==> config.mk <==
export PLATFORM = sky130hd
export DESIGN_NAME = bubbledrive8_pwrmon
export DESIGN_NICKNAME = d
export VERILOG_FILES = /design/src/rtl/bubbledrive8_pkg.sv /design/src/rtl/bubbledrive8_debounce.sv /design/src/rtl/bubbledrive8_pwrmon.sv
export SDC_FILE = /design/constraint.sdc
export NUM_CORES = 1
export LEC_CHECK = 0
export BUFFER_PORTS_ARGS = -buffer_cell sky130_fd_sc_hd__clkbuf_2
export CORE_MARGIN = 5
export CORE_UTILIZATION = 56
export DETAILED_ROUTE_END_ITERATION = 10
export MAX_ROUTING_LAYER = met4
export PLACE_DENSITY = 0.83
export SKIP_CTS_REPAIR_TIMING = 1
export SLEW_MARGIN = 20
export SYNTH_ARGS = -nofsm -noshare
export SYNTH_HDL_FRONTEND = slang
export SYNTH_SLANG_ARGS = --single-unit
==> constraint.sdc <==
create_clock -name MCLK -period 4 [get_ports MCLK]
set_input_delay 0 -clock MCLK [delete_from_list [all_inputs] [get_ports MCLK]]
set_output_delay 0 -clock MCLK [all_outputs]
set_load 0.02 [all_outputs]
==> src/rtl/bubbledrive8_pkg.sv <==
// Shared encodings and default 48 MHz timing for the bubbledrive8 power monitor.
package bubbledrive8_pkg;

    // Validated {PWRSTAT, MRST} power modes
    localparam logic [1:0] MODE_EMULATOR   = 2'b00;
    localparam logic [1:0] MODE_ERR_BADRAIL = 2'b01;
    localparam logic [1:0] MODE_ERR_AMBIG  = 2'b10;
    localparam logic [1:0] MODE_STANDBY    = 2'b11;

    // Settle FSM states
    localparam logic [1:0] ST_INIT     = 2'd0;
    localparam logic [1:0] ST_SETTLING = 2'd1;
    localparam logic [1:0] ST_VALID    = 2'd2;

    // Default timing at 48 MHz: 1 ms debounce, 100 ms settle
    localparam int unsigned DEF_SYNC_STAGES     = 2;
    localparam int unsigned DEF_DEBOUNCE_CYCLES = 48000;
    localparam int unsigned DEF_SETTLE_CYCLES   = 4800000;
    localparam int unsigned DEF_CNT_W           = 23;

    // Combine the two debounced pins into a mode code
    function automatic logic [1:0] pack_mode(input logic pwrstat, input logic mrst);
        return {pwrstat, mrst};
    endfunction

endpackage

==> src/rtl/bubbledrive8_debounce.sv <==
// Synchronizer plus debouncer for one asynchronous board pin.
// During INIT the counter is frozen and glitches are not reported;
// i_load copies the synced level straight into the stable register.
module bubbledrive8_debounce #(
    parameter int unsigned SYNC_STAGES     = 2,
    parameter int unsigned DEBOUNCE_CYCLES = 48000
) (
    input  logic i_clk,
    input  logic i_rst,
    input  logic i_pin,
    input  logic i_init,
    input  logic i_load,
    output logic o_stable,
    output logic o_change_c,
    output logic o_glitch_c
);

    localparam int unsigned DB_W = $clog2(DEBOUNCE_CYCLES + 1);

    logic [SYNC_STAGES-1:0] r_sync;
    logic                   r_stable;
    logic [DB_W-1:0]        r_cnt;

    logic                   w_synced;
    logic                   w_mismatch;
    logic [SYNC_STAGES-1:0] w_sync_nxt;
    logic                   w_stable_nxt;
    logic [DB_W-1:0]        w_cnt_nxt;

    assign w_synced   = r_sync[SYNC_STAGES-1];
    assign w_mismatch = (w_synced != r_stable);
    assign w_sync_nxt = {r_sync[SYNC_STAGES-2:0], i_pin};
    assign o_stable   = r_stable;

    // Mismatch counting, acceptance and glitch detection
    always_comb begin
        w_stable_nxt = r_stable;
        w_cnt_nxt    = '0;
        o_change_c   = 1'b0;
        o_glitch_c   = 1'b0;
        if (i_init) begin
            if (i_load) begin
                w_stable_nxt = w_synced;
            end
        end else if (w_mismatch) begin
            if (r_cnt == DB_W'(DEBOUNCE_CYCLES - 1)) begin
                w_stable_nxt = w_synced;
                o_change_c   = 1'b1;
            end else begin
                w_cnt_nxt = r_cnt + DB_W'(1);
            end
        end else if (r_cnt != '0) begin
            o_glitch_c = 1'b1;
        end
    end

    // Sync chain, stable level and mismatch counter
    always_ff @(posedge i_clk) begin
        if (i_rst) begin
            r_sync   <= '0;
            r_stable <= 1'b0;
            r_cnt    <= '0;
        end else begin
            r_sync   <= w_sync_nxt;
            r_stable <= w_stable_nxt;
            r_cnt    <= w_cnt_nxt;
        end
    end

endmodule

==> src/rtl/bubbledrive8_pwrmon.sv <==
// Power-status conditioner: debounces PWRSTAT/MRST, waits for a settle
// interval, then publishes a validated MODE and counts rejected glitches.
module bubbledrive8_pwrmon
    import bubbledrive8_pkg::*;
#(
    parameter int unsigned SYNC_STAGES     = DEF_SYNC_STAGES,
    parameter int unsigned DEBOUNCE_CYCLES = DEF_DEBOUNCE_CYCLES,
    parameter int unsigned SETTLE_CYCLES   = DEF_SETTLE_CYCLES,
    parameter int unsigned CNT_W           = DEF_CNT_W
) (
    input  logic       MCLK,
    input  logic       RST,
    input  logic       PWRSTAT,
    input  logic       MRST,
    output logic       PWRSTAT_STABLE,
    output logic       MRST_STABLE,
    output logic [1:0] MODE,
    output logic       MODE_VALID,
    output logic       MODE_CHG,
    output logic [7:0] GLITCH_CNT
);

    localparam int unsigned INIT_W = $clog2(SYNC_STAGES + 1);

    logic [1:0]       r_state;
    logic [INIT_W-1:0] r_init_cnt;
    logic [CNT_W-1:0] r_settle_cnt;
    logic [1:0]       r_mode;
    logic             r_mode_valid;
    logic             r_mode_chg;
    logic [7:0]       r_glitch_cnt;

    logic [1:0]       w_state_nxt;
    logic [INIT_W-1:0] w_init_cnt_nxt;
    logic [CNT_W-1:0] w_settle_cnt_nxt;
    logic [1:0]       w_mode_nxt;
    logic             w_mode_valid_nxt;
    logic             w_mode_chg_nxt;
    logic [7:0]       w_glitch_cnt_nxt;

    logic             w_in_init;
    logic             w_load;
    logic             w_stable_p;
    logic             w_stable_m;
    logic             w_chg_p;
    logic             w_chg_m;
    logic             w_glitch_p;
    logic             w_glitch_m;
    logic             w_any_chg;
    logic [8:0]       w_glitch_sum;

    assign w_in_init    = (r_state == ST_INIT);
    assign w_load       = w_in_init && (r_init_cnt == INIT_W'(SYNC_STAGES));
    assign w_any_chg    = w_chg_p | w_chg_m;
    assign w_glitch_sum = 9'(r_glitch_cnt) + 9'(w_glitch_p) + 9'(w_glitch_m);

    bubbledrive8_debounce #(
        .SYNC_STAGES    (SYNC_STAGES),
        .DEBOUNCE_CYCLES(DEBOUNCE_CYCLES)
    ) u_deb_pwrstat (
        .i_clk     (MCLK),
        .i_rst     (RST),
        .i_pin     (PWRSTAT),
        .i_init    (w_in_init),
        .i_load    (w_load),
        .o_stable  (w_stable_p),
        .o_change_c(w_chg_p),
        .o_glitch_c(w_glitch_p)
    );

    bubbledrive8_debounce #(
        .SYNC_STAGES    (SYNC_STAGES),
        .DEBOUNCE_CYCLES(DEBOUNCE_CYCLES)
    ) u_deb_mrst (
        .i_clk     (MCLK),
        .i_rst     (RST),
        .i_pin     (MRST),
        .i_init    (w_in_init),
        .i_load    (w_load),
        .o_stable  (w_stable_m),
        .o_change_c(w_chg_m),
        .o_glitch_c(w_glitch_m)
    );

    // Next-state and output logic; a stable change always beats settle completion
    always_comb begin
        w_state_nxt      = r_state;
        w_init_cnt_nxt   = r_init_cnt;
        w_settle_cnt_nxt = r_settle_cnt;
        w_mode_nxt       = r_mode;
        w_mode_valid_nxt = r_mode_valid;
        w_mode_chg_nxt   = 1'b0;
        w_glitch_cnt_nxt = w_glitch_sum[8] ? 8'hFF : w_glitch_sum[7:0];
        case (r_state)
            ST_INIT: begin
                if (w_load) begin
                    w_state_nxt      = ST_SETTLING;
                    w_settle_cnt_nxt = '0;
                end else begin
                    w_init_cnt_nxt = r_init_cnt + INIT_W'(1);
                end
            end
            ST_SETTLING: begin
                w_mode_valid_nxt = 1'b0;
                if (w_any_chg) begin
                    w_settle_cnt_nxt = '0;
                end else if (r_settle_cnt == CNT_W'(SETTLE_CYCLES - 1)) begin
                    w_mode_nxt       = pack_mode(w_stable_p, w_stable_m);
                    w_mode_valid_nxt = 1'b1;
                    w_mode_chg_nxt   = 1'b1;
                    w_settle_cnt_nxt = '0;
                    w_state_nxt      = ST_VALID;
                end else begin
                    w_settle_cnt_nxt = r_settle_cnt + CNT_W'(1);
                end
            end
            ST_VALID: begin
                if (w_any_chg) begin
                    w_mode_valid_nxt = 1'b0;
                    w_settle_cnt_nxt = '0;
                    w_state_nxt      = ST_SETTLING;
                end
            end
            default: begin
                w_state_nxt = ST_INIT;
            end
        endcase
    end

    // State and output registers
    always_ff @(posedge MCLK) begin
        if (RST) begin
            r_state      <= ST_INIT;
            r_init_cnt   <= '0;
            r_settle_cnt <= '0;
            r_mode       <= MODE_EMULATOR;
            r_mode_valid <= 1'b0;
            r_mode_chg   <= 1'b0;
            r_glitch_cnt <= '0;
        end else begin
            r_state      <= w_state_nxt;
            r_init_cnt   <= w_init_cnt_nxt;
            r_settle_cnt <= w_settle_cnt_nxt;
            r_mode       <= w_mode_nxt;
            r_mode_valid <= w_mode_valid_nxt;
            r_mode_chg   <= w_mode_chg_nxt;
            r_glitch_cnt <= w_glitch_cnt_nxt;
        end
    end

    assign PWRSTAT_STABLE = w_stable_p;
    assign MRST_STABLE    = w_stable_m;
    assign MODE           = r_mode;
    assign MODE_VALID     = r_mode_valid;
    assign MODE_CHG       = r_mode_chg;
    assign GLITCH_CNT     = r_glitch_cnt;

endmodule

Yosys cells after proc, flatten, opt, wreduce, memory -nomap -nowiden
Index checks and enable logic that the tools add are counted.
{"block": "totals", "out_inout_bits": 14, "word_cells": 92, "reg_bits": 77, "in_bits": 4}
{"block": "classes", "eq_ne": 12, "n_reduce_logical": 20, "n_bitwise": 6, "n_mux": 35, "n_addsub": 6}
{"cell": "2-to-1 mux 23 bit", "count": 4}
{"cell": "one-hot mux 23 bit (3 select lines)", "count": 1}
{"cell": "adder 16 x 1 -> 16 bit (second input constant)", "count": 2}
{"cell": "equality test 16 bit (second input constant)", "count": 2}
{"cell": "nonzero test 16 bit", "count": 2}
{"cell": "adder 23 x 1 -> 23 bit (second input constant)", "count": 1}
{"cell": "equality test 23 bit (second input constant)", "count": 1}
{"cell": "2-to-1 mux 1 bit", "count": 23}
{"cell": "AND reduction 3 bit", "count": 4}
{"cell": "nonzero test 2 bit", "count": 5}
{"cell": "adder 8 x 1 -> 9 bit", "count": 1}
{"cell": "adder 9 x 1 -> 9 bit", "count": 1}
{"cell": "2-to-1 mux 2 bit", "count": 4}
{"cell": "2-to-1 mux 8 bit", "count": 1}
{"cell": "OR reduction 4 bit", "count": 2}
{"cell": "inequality test 2 bit (second input constant)", "count": 3}
{"cell": "one-hot mux 2 bit (3 select lines)", "count": 1}
{"cell": "inverter 1 bit", "count": 5}
{"cell": "equality test 2 bit (second input constant)", "count": 2}
{"cell": "AND reduction 2 bit", "count": 2}
{"cell": "AND reduction 4 bit", "count": 1}
{"cell": "nonzero test 3 bit", "count": 1}
{"cell": "adder 2 x 1 -> 2 bit (second input constant)", "count": 1}
{"cell": "equality test 2 x 1 -> 1 bit (second input constant)", "count": 1}
{"cell": "7 further kinds", "count": 8}

Logic depth before layout (Yosys ltp)
{"block": "logic_depth", "ltp_word": 7, "ltp_mapped": 11, "ltp_nobuf": 11}

Hierarchy
Synthesis repeated with hierarchy kept, for this count alone.
{"block": "hier_totals", "cells_unflattened": 438, "hier_area_um2": 3793.6}
{"mod": "bubbledrive8_pwrmon", "seq_area_each_um2": 780.7, "cells_each": 236, "n_inst": 1, "area_per_inst_um2": 1994.4}
{"mod": "bubbledrive8_debounce", "seq_area_each_um2": 380.4, "cells_each": 101, "n_inst": 2, "area_per_inst_um2": 899.6}

Worst setup path after synthesis
No wires, ideal clock.
{"block": "synth_path", "kind": "reg-to-reg", "startpoint": "reg u_deb_mrst.r_cnt[0]", "endpoint": "reg r_glitch_cnt[1] (netlist: GLITCH_CNT[1])", "setup_slack_ns": 1.452, "setup_ns": 0.132, "period_less_slack_ns": 2.548, "stages_incl_launch_ff": 11, "t_arrival_ns": 2.416, "required_time_ns": 3.868, "path_buffers": 0, "path_cell_list": "dfxtp_1 inv_1 ha_1 or4b_2 o311ai_0 fa_1 inv_1 ha_1 and3_1 nand3_1 a21oi_1"}
{"block": "synth_via", "elab_chain_cells": 6}
{"element": "start: declaration", "line_no": "bubbledrive8_debounce.sv:22", "rtl": "logic [DB_W-1:0] r_cnt;"}
{"element": "start signal: assignment", "line_no": "bubbledrive8_debounce.sv:66", "rtl": "r_cnt <= w_cnt_nxt;"}
{"element": "nonzero test 16 bit", "line_no": "bubbledrive8_debounce.sv:52", "rtl": "end else if (r_cnt != '0) begin"}
{"element": "2-to-1 mux 1 bit", "line_no": "bubbledrive8_debounce.sv:52"}
{"element": "2-to-1 mux 1 bit", "line_no": "bubbledrive8_debounce.sv:45", "rtl": "end else if (w_mismatch) begin"}
{"element": "2-to-1 mux 1 bit", "line_no": "bubbledrive8_debounce.sv:41", "rtl": "if (i_init) begin"}
{"element": "adder 9 x 1 -> 9 bit", "line_no": "bubbledrive8_pwrmon.sv:55", "rtl": "assign w_glitch_sum = 9'(r_glitch_cnt) + 9'(w_glitch_p) + 9'(w_glitch_m);"}
{"element": "2-to-1 mux 8 bit", "line_no": "bubbledrive8_pwrmon.sv:93", "rtl": "w_glitch_cnt_nxt = w_glitch_sum[8] ? 8'hFF : w_glitch_sum[7:0];"}
{"element": "end signal: assignment", "line_no": "bubbledrive8_pwrmon.sv:147", "rtl": "r_glitch_cnt <= w_glitch_cnt_nxt;"}
{"element": "end: declaration", "line_no": "bubbledrive8_pwrmon.sv:31", "rtl": "logic [7:0] r_glitch_cnt;"}
No other way between the ends.
A chain may end at the register's enable or synchronous reset.

Worst setup path after layout
{"block": "layout_path", "startpoint": "reg u_deb_mrst.r_cnt[0]", "endpoint": "reg r_glitch_cnt[5] (netlist: GLITCH_CNT[5])"}
Same word-level chain as after synthesis.

==> qor.yml <==
floorplan:
  die_x_um: 92.70
  rows: 30
  die_area_um2: 8593
  dieHeight_um: 92.70
  pin_count: 18
  initial_core_util_pct: 57.00
  core_area_um2: 6719
critical_path:
  crit_fanout: 6
  arrival_ns: 3.22
  r2r_end: "GLITCH_CNT[5]$_SDFF_PP0_"
  worstSetupPathType: "flip-flop to flip-flop"
  rrSetupSlack_ns: 0.98
  cp-start-kind: "flip-flop"
  endpoint_kind: "flip-flop"
  reg2reg_depth: 10
  cp.required_ns: 4.21
  r2r-start: "u_deb_mrst.r_cnt[0]$_SDFF_PP0_"
drt:
  wl_per_cell_um: 14.51
  drc_errors: 0
  ant_nets: 0
  first_pass_iters: 4
  vias_per_cell: 5.913
  wl_um: 7836
  dr.first_iter.drc_count: 137
  route.vias.total: 3193
power_and_ir_drop:
  p_clk_share_pct: 37.3
  p_sw_w: 0.0004120
  p_seq_share_pct: 51.9
  ir_drop_mv: 0.2172
  p_per_area_nw_per_um2: 373.2
  internal_power_w: 0.001138
  leakagePower_nw: 1.347
  combPwrFrac_pct: 10.8
  switching_share_pct: 26.58
sta:
  hold_viol: 0
  maxSlewViolCount: 0
  setup_violations: 0
  post-route-period-util_pct: 75.40
  rsz0062_at_grt: "no"
  layout_min_cycle_time_ns: 3.016
  fmax_ghz: 0.3316
  final.setup_skew_ns: 0.01033
  setup_tns_ns: 0
  tightest_slew_ns: 0.7993
  slew_headroom_pct: 46.59
clock_network:
  clock_sinks: 77
  htreeDepth: 3
  clockBufferDepth: 2
  clk_pin_slew_ns: 0.07
  clock_latency_ns: 0.35
  cts_root_buffer: "clkbuf_8"
  numCtsBuffers: 9
  cts_tree: "built"
final_layout:
  finish.utilization_pct: 61.82
  fillCellCount: 556
  nets: 468
  synthToLayoutAreaGrowth_pct: 8.461
  drive_gt1_share_pct: 11.96
  antenna_cells: 0
global_route:
  grt.met1_usage_pct: 22.56
  grt_usage_pct: 19.83
  antenna_found_initial: 0
  use_met2_pct: 34.74
  overflow: 0
  grt_max_degree: 32
  grt_util_met3_pct: 5.199
  grt_pass1_vias: 3089
  gr-max-usage-layer: "met2"
  grt_pass1_wl_um: 13660
synthesis:
  syn-num-nets: 452
  seq_area_frac_synth_pct: 40.25
  synth_edf_count: 0
  yosysWarnings: 0
  synth-main-ff-cell: "dfxtp_1"
  async_flop_share_pct: 0
  postSynthCellCount: 440
  avgSynthCellArea_um2: 8.704
  synth_seq_cells: 77
  synth_cell_type_count: 54
  netlist_area_um2: 3830
placement:
  routabilityCongestion: 0.8517
  dpl.hpwl_um: 5506
  port_buffers: 17
run_status:
  status: "finished clean"
worst_hold_path:
  hold_end: "u_deb_mrst.o_stable$_SDFFE_PP0P_"
  whs_path_depth: 2
  hp-class: "input pin to flip-flop"
  hp-start: "RST"
job:
  drv_cap: 0
-- synth_stat cells, types with 4 or more instances --
master    number  area [um2]
xor2_1        17       148.9
inv_1         31       116.4
xnor2_1       18       157.7
and4_1         6       52.55
clkbuf_1       9       33.78
dfxtp_1       77        1541
o21ai_0        9       45.04
and3_1        11       68.82
nor3_1        12       60.06
o221ai_2      11       165.2
nand3_1       41       205.2
nand4_1       21       131.4
nand2_1       24       90.09
ha_1           7       87.58
or3_1          7       43.79
nand2b_1       6       37.54
nor2b_1        4       25.02
nor4_1         6       37.54
a21oi_1       15       75.07
nor2_1        49       183.9
o211ai_1       5       37.54
and2_1         4       25.02
-- critical path, stage by stage (launching register included) --
cell and delay (ns):
dfxtp_1 0.35, inv_1 0.07, ha_1 0.13, or4b_2 0.57, o311ai_0 0.64, fa_1 0.28, inv_1 0.07, ha_1 0.24
and3_1 0.20, nand3_1 0.21, a21oi_1 0.12
-- flip-flops by register name, indices dropped and copies added, names as in the netlist --
name and cells:
r_state 2, u_deb_mrst.o_stable 1, u_deb_pwrstat.r_sync 2, u_deb_pwrstat.o_stable 1
u_deb_mrst.r_sync 2, GLITCH_CNT 8, r_settle_cnt 23, u_deb_mrst.r_cnt 16
r_init_cnt 2, MODE_VALID 1, u_deb_pwrstat.r_cnt 16, MODE 2
MODE_CHG 1
-- worst max-delay path by stage --
stage	start	end	slack, ns	cells after the start
3_3_place_gp	u_deb_mrst.r_cnt[0]$_SDFF_PP0_	GLITCH_CNT[1]$_SDFF_PP0_	1.11	10
5_1_grt	u_deb_mrst.r_cnt[1]$_SDFF_PP0_	GLITCH_CNT[5]$_SDFF_PP0_	0.79	10
2_1_floorplan	u_deb_mrst.r_cnt[0]$_SDFF_PP0_	GLITCH_CNT[1]$_SDFF_PP0_	1.45	10
4_1_cts	u_deb_mrst.r_cnt[1]$_SDFF_PP0_	GLITCH_CNT[5]$_SDFF_PP0_	1.01	10
3_5_place_dp	u_deb_mrst.r_cnt[1]$_SDFF_PP0_	GLITCH_CNT[2]$_SDFF_PP0_	1.05	10
6_report	u_deb_mrst.r_cnt[0]$_SDFF_PP0_	GLITCH_CNT[5]$_SDFF_PP0_	0.98	10
-- power groups by stage --
stage,combinational (W),sequential (W),clock (W)
after CTS,0.000167,0.000805,0.000589
after detailed placement,0.000167,0.000824,0
after floorplan,0.000146,0.000813,0
after global routing,0.000182,0.000809,0.000625
after global placement,0.000158,0.000822,0
final,0.000167,0.000805,0.000578
-- logic make-up (layout without fill, tap and decap cells) --
family | count (synthesis) | in the layout | share of synthesized area, %
AND/OR/NAND/NOR | 204 | 204 | 28.32
buffers and inverters | 48 | 68 | 5.488
XOR/XNOR | 35 | 35 | 8.004
AO/OA/AOI/OAI | 66 | 66 | 14.60
flip-flops | 77 | 77 | 40.25
adder cells (fa/ha/maj) | 8 | 8 | 2.809
multiplexers | 2 | 2 | 0.5227
-- stage by stage --
| stage | hold WS (ns) | worst slack (ns) | power [W] | instance area [um2] | instances |
|---|---|---|---|---|---|
| 2_1_floorplan | 0.1282 | 1.452 | 0.0009595 | 3830 | 440 |
| 3_3_place_gp | 0.2145 | 1.111 | 0.0009793 | 3944 | 523 |
| 3_5_place_dp | 0.2207 | 1.052 | 0.0009900 | 3944 | 523 |
| 4_1_cts | -0.1469 | 1.013 | 0.001561 | 4134 | 538 |
| 5_1_grt | 0.2107 | 0.7946 | 0.001616 | 4154 | 540 |
| 6_report | 0.1898 | 0.9839 | 0.001550 | 4154 | 540 |
-- cell usage in the layout (no fill, tap or decap), types with 12 or more instances in the layout --
| cell | netlist | routed |
|---|---|---|
| clkbuf_2 | 1 | 17 |
| nand2_1 | 24 | 24 |
| nor2_1 | 49 | 49 |
| dfxtp_1 | 77 | 77 |
| nor3_1 | 12 | 12 |
| a21oi_1 | 15 | 15 |
| xor2_1 | 17 | 17 |
| inv_1 | 31 | 31 |
| xnor2_1 | 18 | 18 |
| nand4_1 | 21 | 21 |
| nand3_1 | 41 | 41 |
-- final cells by class --
class	instances	area, um2	area share (%)
multi-input cells	315	2078	50.03
repair buffers	22	127.6	3.072
well taps	80	100.1	2.410
flip-flops and latches	77	1541	37.11
inverters	31	116.4	2.801
clock buffers	11	141.4	3.404
clock inverters	4	48.80	1.175
-- layer usage --
| metal | up-vias | wire, um |
|---|---|---|
| met3 | 8 | 333 |
| li1 | 1604 | - |
| met4 | 0 | 72 |
| met1 | 1506 | 3355 |
| met5 | - | 0 |
| met2 | 75 | 4075 |
Note: power is estimated with default switching activity, not from simulation.
